$ cat src/rtl/mem_refill_arbiter.sv
// Round-robin line sequencer: shares one word-wide memory port between the instruction
// cache (I) and the data cache (D), splitting each granted line into LINE_WORDS beats.
module mem_refill_arbiter #(
    parameter int ADDR_W     = 32,
    parameter int DATA_W     = 32,
    parameter int LINE_WORDS = 16
) (
    input  logic                          clk,
    input  logic                          rst,
    input  logic                          i_req_i,
    input  logic [ADDR_W-1:0]             i_addr_i,
    output logic                          o_rvalid_i,
    output logic                          o_done_i,
    input  logic                          i_req_d,
    input  logic                          i_we_d,
    input  logic [ADDR_W-1:0]             i_addr_d,
    input  logic [DATA_W-1:0]             i_wdata_d,
    output logic                          o_wready_d,
    output logic                          o_rvalid_d,
    output logic                          o_done_d,
    output logic [DATA_W-1:0]             o_rdata,
    output logic [$clog2(LINE_WORDS)-1:0] o_rbeat,
    output logic [$clog2(LINE_WORDS)-1:0] o_beat,
    output logic                          o_busy,
    output logic                          o_owner,
    output logic                          o_mem_req,
    output logic                          o_mem_we,
    output logic [ADDR_W-1:0]             o_mem_addr,
    output logic [DATA_W-1:0]             o_mem_wdata,
    input  logic                          i_mem_ready,
    input  logic                          i_mem_rvalid,
    input  logic [DATA_W-1:0]             i_mem_rdata
);

    localparam int BW = $clog2(LINE_WORDS);
    localparam int CW = BW + 1;
    localparam logic [ADDR_W-1:0] LINE_MASK = ADDR_W'(LINE_WORDS * 4 - 1);

    typedef enum logic [1:0] {IDLE, READ, WRITE, DONE} state_t;

    state_t            state, state_nxt;
    logic              owner;      // also the round-robin pointer: last requester served
    logic [ADDR_W-1:0] base;
    logic [CW-1:0]     issue_cnt;
    logic [CW-1:0]     rtn_cnt;
    logic              rvalid_q;
    logic              grant_d;
    logic              accept;
    logic              rtn_take;

    always_comb begin
        // NOTE: every signal gets a default before the case so no path leaves it unassigned (no latch).
        state_nxt = state;
        grant_d   = i_req_d && (!i_req_i || !owner);
        o_mem_req = (state == READ || state == WRITE) && !issue_cnt[BW];
        accept    = o_mem_req && i_mem_ready;
        rtn_take  = (state == READ) && i_mem_rvalid && !rtn_cnt[BW];

        case (state)
            IDLE: begin
                if (i_req_i || i_req_d)
                    state_nxt = (grant_d && i_we_d) ? WRITE : READ;
            end
            READ: begin
                if (rtn_take && rtn_cnt == CW'(LINE_WORDS - 1))
                    state_nxt = DONE;
            end
            WRITE: begin
                if (accept && issue_cnt == CW'(LINE_WORDS - 1))
                    state_nxt = DONE;
            end
            DONE:    state_nxt = IDLE;
            default: state_nxt = IDLE;
        endcase
    end

    // Line base keeps the upper bits only, so the beat offset is OR-ed in and never carries.
    assign o_mem_addr  = base | ADDR_W'({issue_cnt[BW-1:0], 2'b00});
    assign o_mem_we    = (state == WRITE);
    assign o_mem_wdata = i_wdata_d;
    assign o_wready_d  = o_mem_we && accept;
    assign o_beat      = issue_cnt[BW-1:0];
    assign o_busy      = (state != IDLE);
    assign o_owner     = owner;
    assign o_rvalid_i  = rvalid_q && !owner;
    assign o_rvalid_d  = rvalid_q && owner;
    assign o_done_i    = (state == DONE) && !owner;
    assign o_done_d    = (state == DONE) && owner;

    always_ff @(posedge clk or negedge rst) begin
        if (!rst)
            state <= IDLE;
        else
            state <= state_nxt;
    end

    always_ff @(posedge clk or negedge rst) begin
        if (!rst) begin
            owner     <= 1'b0;
            base      <= '0;
            issue_cnt <= '0;
            rtn_cnt   <= '0;
            rvalid_q  <= 1'b0;
            o_rdata   <= '0;
            o_rbeat   <= '0;
        end else begin
            // NOTE: non-blocking assignments so every register samples pre-edge values.
            rvalid_q <= 1'b0;
            if (state == IDLE) begin
                issue_cnt <= '0;
                rtn_cnt   <= '0;
                if (i_req_i || i_req_d) begin
                    owner <= grant_d;
                    base  <= (grant_d ? i_addr_d : i_addr_i) & ~LINE_MASK;
                end
            end else begin
                if (accept)
                    issue_cnt <= issue_cnt + CW'(1);
                if (rtn_take) begin
                    o_rdata  <= i_mem_rdata;
                    o_rbeat  <= rtn_cnt[BW-1:0];
                    rvalid_q <= 1'b1;
                    rtn_cnt  <= rtn_cnt + CW'(1);
                end
            end
        end
    end

endmodule

$ cat config.mk
export PLATFORM = sky130hd
export DESIGN_NAME = mem_refill_arbiter
export DESIGN_NICKNAME = d
export VERILOG_FILES = /design/src/rtl/mem_refill_arbiter.sv
export SDC_FILE = /design/constraint.sdc
export NUM_CORES = 1
export LEC_CHECK = 0
export CAP_MARGIN = 20
export CORE_MARGIN = 8
export CORE_UTILIZATION = 36
export DETAILED_ROUTE_END_ITERATION = 12
export HOLD_SLACK_MARGIN = 0.03
export PLACE_DENSITY = 0.81
export SETUP_SLACK_MARGIN = 0.1
export SYNTH_ARGS = -nofsm -noshare
export SYNTH_HDL_FRONTEND = slang
export SYNTH_SLANG_ARGS = --single-unit
$ cat constraint.sdc
create_clock -name clk -period 2.66 [get_ports clk]
set_clock_uncertainty 0.15 [all_clocks]
set_input_delay 0.399 -clock clk [delete_from_list [all_inputs] [get_ports clk]]
set_output_delay 0.399 -clock clk [all_outputs]
set_load 0.005 [all_outputs]
## Yosys cells after proc, flatten, opt, wreduce, memory -nomap -nowiden

Cells that the tools add are included.

| storage, ports and cells | value |
|---|---|
| flip-flop bits (word level) | 76 |
| input bits | 135 |
| output and inout port bits | 113 |
| logic and storage cells | 59 |

| operators by class | value |
|---|---|
| add/sub/neg operators | 2 |
| eq/ne operators | 8 |
| muxes and demuxes | 12 |
| bitwise gates (word level) | 2 |
| reductions and logical operators | 27 |

Operators by type and width:

| kind | count |
|---|---|
| 32-bit 2-to-1 mux | 1 |
| 32-bit by 6-bit OR with 32-bit output | 1 |
| 5-bit 2-to-1 mux | 4 |
| 1-bit logical AND | 13 |
| 5-bit by 1-bit adder with 5-bit output, second input constant | 2 |
| 5-bit by 4-bit == test with 1-bit output, second input constant | 2 |
| 2-bit 2-to-1 mux | 4 |
| 2-bit case mux with 4 select lines | 1 |
| 2-bit nonzero test | 3 |
| 2-bit == test, second input constant | 2 |
| 1-bit zero test | 4 |
| 2-bit by 1-bit inequality test with 1-bit output, second input constant | 2 |
| 2-bit AND reduction | 2 |
| 1-bit logical OR | 3 |
| 3-bit AND reduction | 1 |
| 2-bit by 1-bit == test with 1-bit output, second input constant | 1 |
| 2-bit zero test | 1 |
| 1-bit 2-to-1 mux | 2 |
| 2-bit inequality test, second input constant | 1 |
| 1-bit NOT | 1 |

## Depth between registers and ports, before layout

| depth | value |
|---|---|
| depth in word-level cells | 7 |
| mapped depth | 7 |
| gate-level depth less buffers | 6 |

## Least setup slack after synthesis

No wires, ideal clock.

| path | value |
|---|---|
| path kind | reg-to-reg |
| start | reg rtn_cnt[0] |
| end | reg state[0] |
| library setup time | 125 ps |
| arrival | 1629 ps |
| required time | 2385 ps |
| setup slack | 757 ps |
| stages on the path, launching flop included | 7 |
| buffers on the path | 0 |
| clock period less this slack | 1903 ps |
| cell sequence | dfrtp_1 ha_1 and3_1 ha_1 nand3b_1 a222oi_1 mux2_2 |

| between the ends | value |
|---|---|
| longest elaborated chain between the ends | 4 |

Ends and longest elaborated chain:

| element | line | RTL |
|---|---|---|
| start: declaration | 45 | `logic [CW-1:0] rtn_cnt;` |
| start signal: assignment | 123 | `rtn_cnt <= rtn_cnt + CW'(1);` |
| 5-bit by 4-bit == test with 1-bit output | 65 | `if (rtn_take && rtn_cnt == CW'(LINE_WORDS - 1))` |
| 1-bit logical AND | 65 |  |
| 2-bit by 1-bit inequality test with 1-bit output (no source line) | n/a |  |
| 3-bit AND reduction (no source line) | n/a |  |
| end signal: assignment | 94 | `state <= state_nxt;` |
| end: declaration | 41 | `state_t state, state_nxt;` |

Every way passes these cells.
A chain may end at the register's enable or synchronous reset.

## Worst setup path after layout

| path | value |
|---|---|
| start | reg state[0] |
| end | out o_mem_req |

| between the ends | value |
|---|---|
| longest elaborated chain between the ends | 3 |
| elaborated cells on any way between the ends | 4 |
| those cells by class | eq/ne (2); reduce/logical (2) |

Ends and longest elaborated chain:

| element | line | RTL |
|---|---|---|
| 2-bit by 1-bit == test with 1-bit output or 2-bit == test (tied branches) | 55 | `o_mem_req = (state == READ \|\| state == WRITE) && !issue_cnt[BW];` |
| 1-bit logical OR (*) | 55 |  |
| 1-bit logical AND (*) | 55 |  |
| end: declaration | 26 | `output logic o_mem_req,` |

Mark *: on every way between the ends. The rest lies on a longest branch, timed or not.

==> run metrics <==
Final Hold Vio Count=0; via count=around 2700; worst skew pair latency=between 0.3 and 0.4 ns; Worst path top cell family by delay=buffers and inverters; Die Footprint=13700 um2; VDD IR max=0.310 mV; worst hold path class=flip-flop to flip-flop; Post-Layout Cell Count=a little under 600; DRC errors left=0; Synth cell types=27; PortBufs=169; Setup crit start kind=flip-flop; P&R area growth vs syn=49.5%; DR iter-0 viols=between 70 and 80; P per Cell Area=494 nW/um2; die width=between 100 and 150 um; WL final=9.76 mm; Pleak=roughly 2.5 nW; Post-synth top flop=dfrtp_1; nets@finish=591; 1st-pass router iterations=4; P_int=0.00206 W; CP Class=flip-flop to primary output; CTS tree=done; sw frac=24.3%; number of buffers created by CTS=9; Reg area=1900 um2; unrepaired setup endpoints after global routing=false; Area contributors post-synth=dfrtp_1 (52%), mux2_2 (11%), buf_4 (9.4%); H-tree levels=3; layout cell share with drive strength beyond 1=approximately 15%; cells after synthesis=around 310; critical path arrival=1.78 ns; DIE HEIGHT=117 um; Switch Pwr=0.000662 W; Final Cycle Share=87.4%; register area share after synthesis=51.5%; Worst Path Required=2.11 ns; Clock power frac=37.8%; buffer and inverter count on the worst path=2; core area=around 10000 um2; top cell type's share of synthesized area=51.5%; Max Clock Freq=between 400 and 500 MHz; Max Cap Viol=0; Yosys warning count=0; final setup vio count=0; setup_tns=0 ns; Fill cells=882; Post-synth top cells=dfrtp_1 (76), buf_4 (46), mux2_2 (37); first-pass GRT wire length=15.3 mm; crit path capture type=primary output; Post-synth EDFFs=0; Flop pwr share=45.6%; Cell Rows=37; result of the run=complete, no violations; vias in the first global route=3009; critical path's slowest cell=clkdlybuf4s50_1; Post-DP HPWL=7.44 mm; clk sink count=76; power share of the combinational group=between 10% and 20%; syn_area_per_cell=11.8 um2; largest net degree at the start of global routing=77; max-slew violations=0; initial antenna violation count=0; per-cell routed wire length=16.6 um; total track usage=about 14%; final antenna-violating net count=0; Top-Level Pins=around 250; clock-pin slew on the worst setup and hold paths=about 0.080 ns; synthesized flop and latch total=76; most common cell in the netlist=dfrtp_1; Via-to-Cell Ratio=around 4.6; root buf cell=clkbuf_8; gp weighted congestion=approximately 0.7; Async SR Flop Fraction=100%; slowest cell delay on critical path=0.51 ns; area of the multi-input gates=1400 um2; total gr overflow=0; post-layout min period=2.32 ns; Placed Cells=570; CTS max path bufs=2; Ant. Diodes=0; CP Cell Sequence=inv_1 -> ha_4 -> nor2b_1 -> clkdlybuf4s50_1; crit-path max FO=6; Initial Util=36.4%; Post-Syn Area=3690 um2; top cell type by total area after synthesis=dfrtp_1
[worst min-delay path, cell delays in order, from the launching register on]
cell and delay [ns]:
dfrtp_1 0.35, nand2_1 0.05, o21ai_0 0.06
[placed cells by master (no fill, tap or decap), types with 3 or more instances in the layout]
master	instances
buf_4	7
nand4b_1	3
mux2i_1	29
o21ai_0	29
clkdlybuf4s50_1	167
nor2b_1	4
nand3b_1	3
ha_1	8
nor2_1	9
dfrtp_1	76
inv_1	6
a31oi_1	3
mux2_2	37
a21oi_1	4
clkbuf_8	10
nand2_1	26
xor2_1	4
and2_1	3
[power groups by stage]
stage               logic, W  clock network (W)  registers, W
floorplan           0.000255                  0       0.00125
global placement    0.000447                  0       0.00126
detailed placement  0.000457                  0       0.00127
CTS                 0.000460            0.00106       0.00124
global route        0.000491            0.00112       0.00125
finish              0.000451            0.00103       0.00124
[final cells by class]
| type | instances | area share, % |
|---|---|---|
| sequential | 76 | 34.5 |
| multi-input combinational | 176 | 25.4 |
| clock inverter | 6 | 1.72 |
| inverter | 6 | 0.408 |
| timing repair buffer | 178 | 32.4 |
| clock buffer | 10 | 2.49 |
| tap | 136 | 3.08 |
[per-stage QoR]
stage	setup slack, ns	utilization [%]	power, W	instance area, um2	hold slack [ns]
after floorplan	0.757	-	0.00151	3690	-0.0466
after global placement	0.428	51.8	0.00171	5250	0.300
after detailed placement	0.402	51.8	0.00172	5250	0.311
after CTS	0.166	54.3	0.00277	5510	0.340
after global routing	0.218	54.4	0.00286	5520	0.367
final	0.335	54.4	0.00272	5520	0.334
[timing repair]
item / CTS / global route
endpoints found under the hold margin: 76 / 0
resized for setup: 1 / 1
setup buffers: 0 / 1
hold buffers: 1 / 0
setup endpoints to repair: 1 / 1
[state kept, by name, summed over array words and instances, names as in the netlist]
name and flops:
base 26, issue_cnt 5, o_owner 1, o_rbeat 4, o_rdata 32, rtn_cnt 5, rvalid_q 1, state 2
[worst paths after layout]
kind                                   start           to  slack (ns)  cells past startpoint
worst max-delay path                state[0]    o_mem_req        0.34                      4
worst min-delay path                 base[6]      base[6]        0.33                      2
worst max register to register  issue_cnt[0]     state[0]        0.50                      6
worst min register to register       base[6]      base[6]        0.33                      2
max in group asynchronous                rst      o_owner        1.56                      3
min in group asynchronous                rst  o_rdata[14]        0.47                      3
[cell families (layout without fill, tap and decap cells)]
group / count (synthesis) / count (layout) / synth area share [%]
AOI/OAI and AO/OA: 39 / 39 / 5.60
xor gates and xnor gates: 4 / 4 / 0.949
adders and majority gates: 9 / 9 / 3.05
buffers and inverters: 61 / 200 / 11.5
DFF: 76 / 76 / 51.5
muxes: 66 / 66 / 19.2
other: 1 / 2 / 0.102
and+or+nand+nor: 56 / 56 / 8.10
[per-layer routing]
metal	global-route usage, %	routed length (um)	vias to the layer above
li1	-	-	1283
met1	14.9	3470	1311
met2	26.2	5300	110
met3	4.46	775	24
met4	6.66	218	0
met5	0	0	-
(Power assumes the default switching activity.)
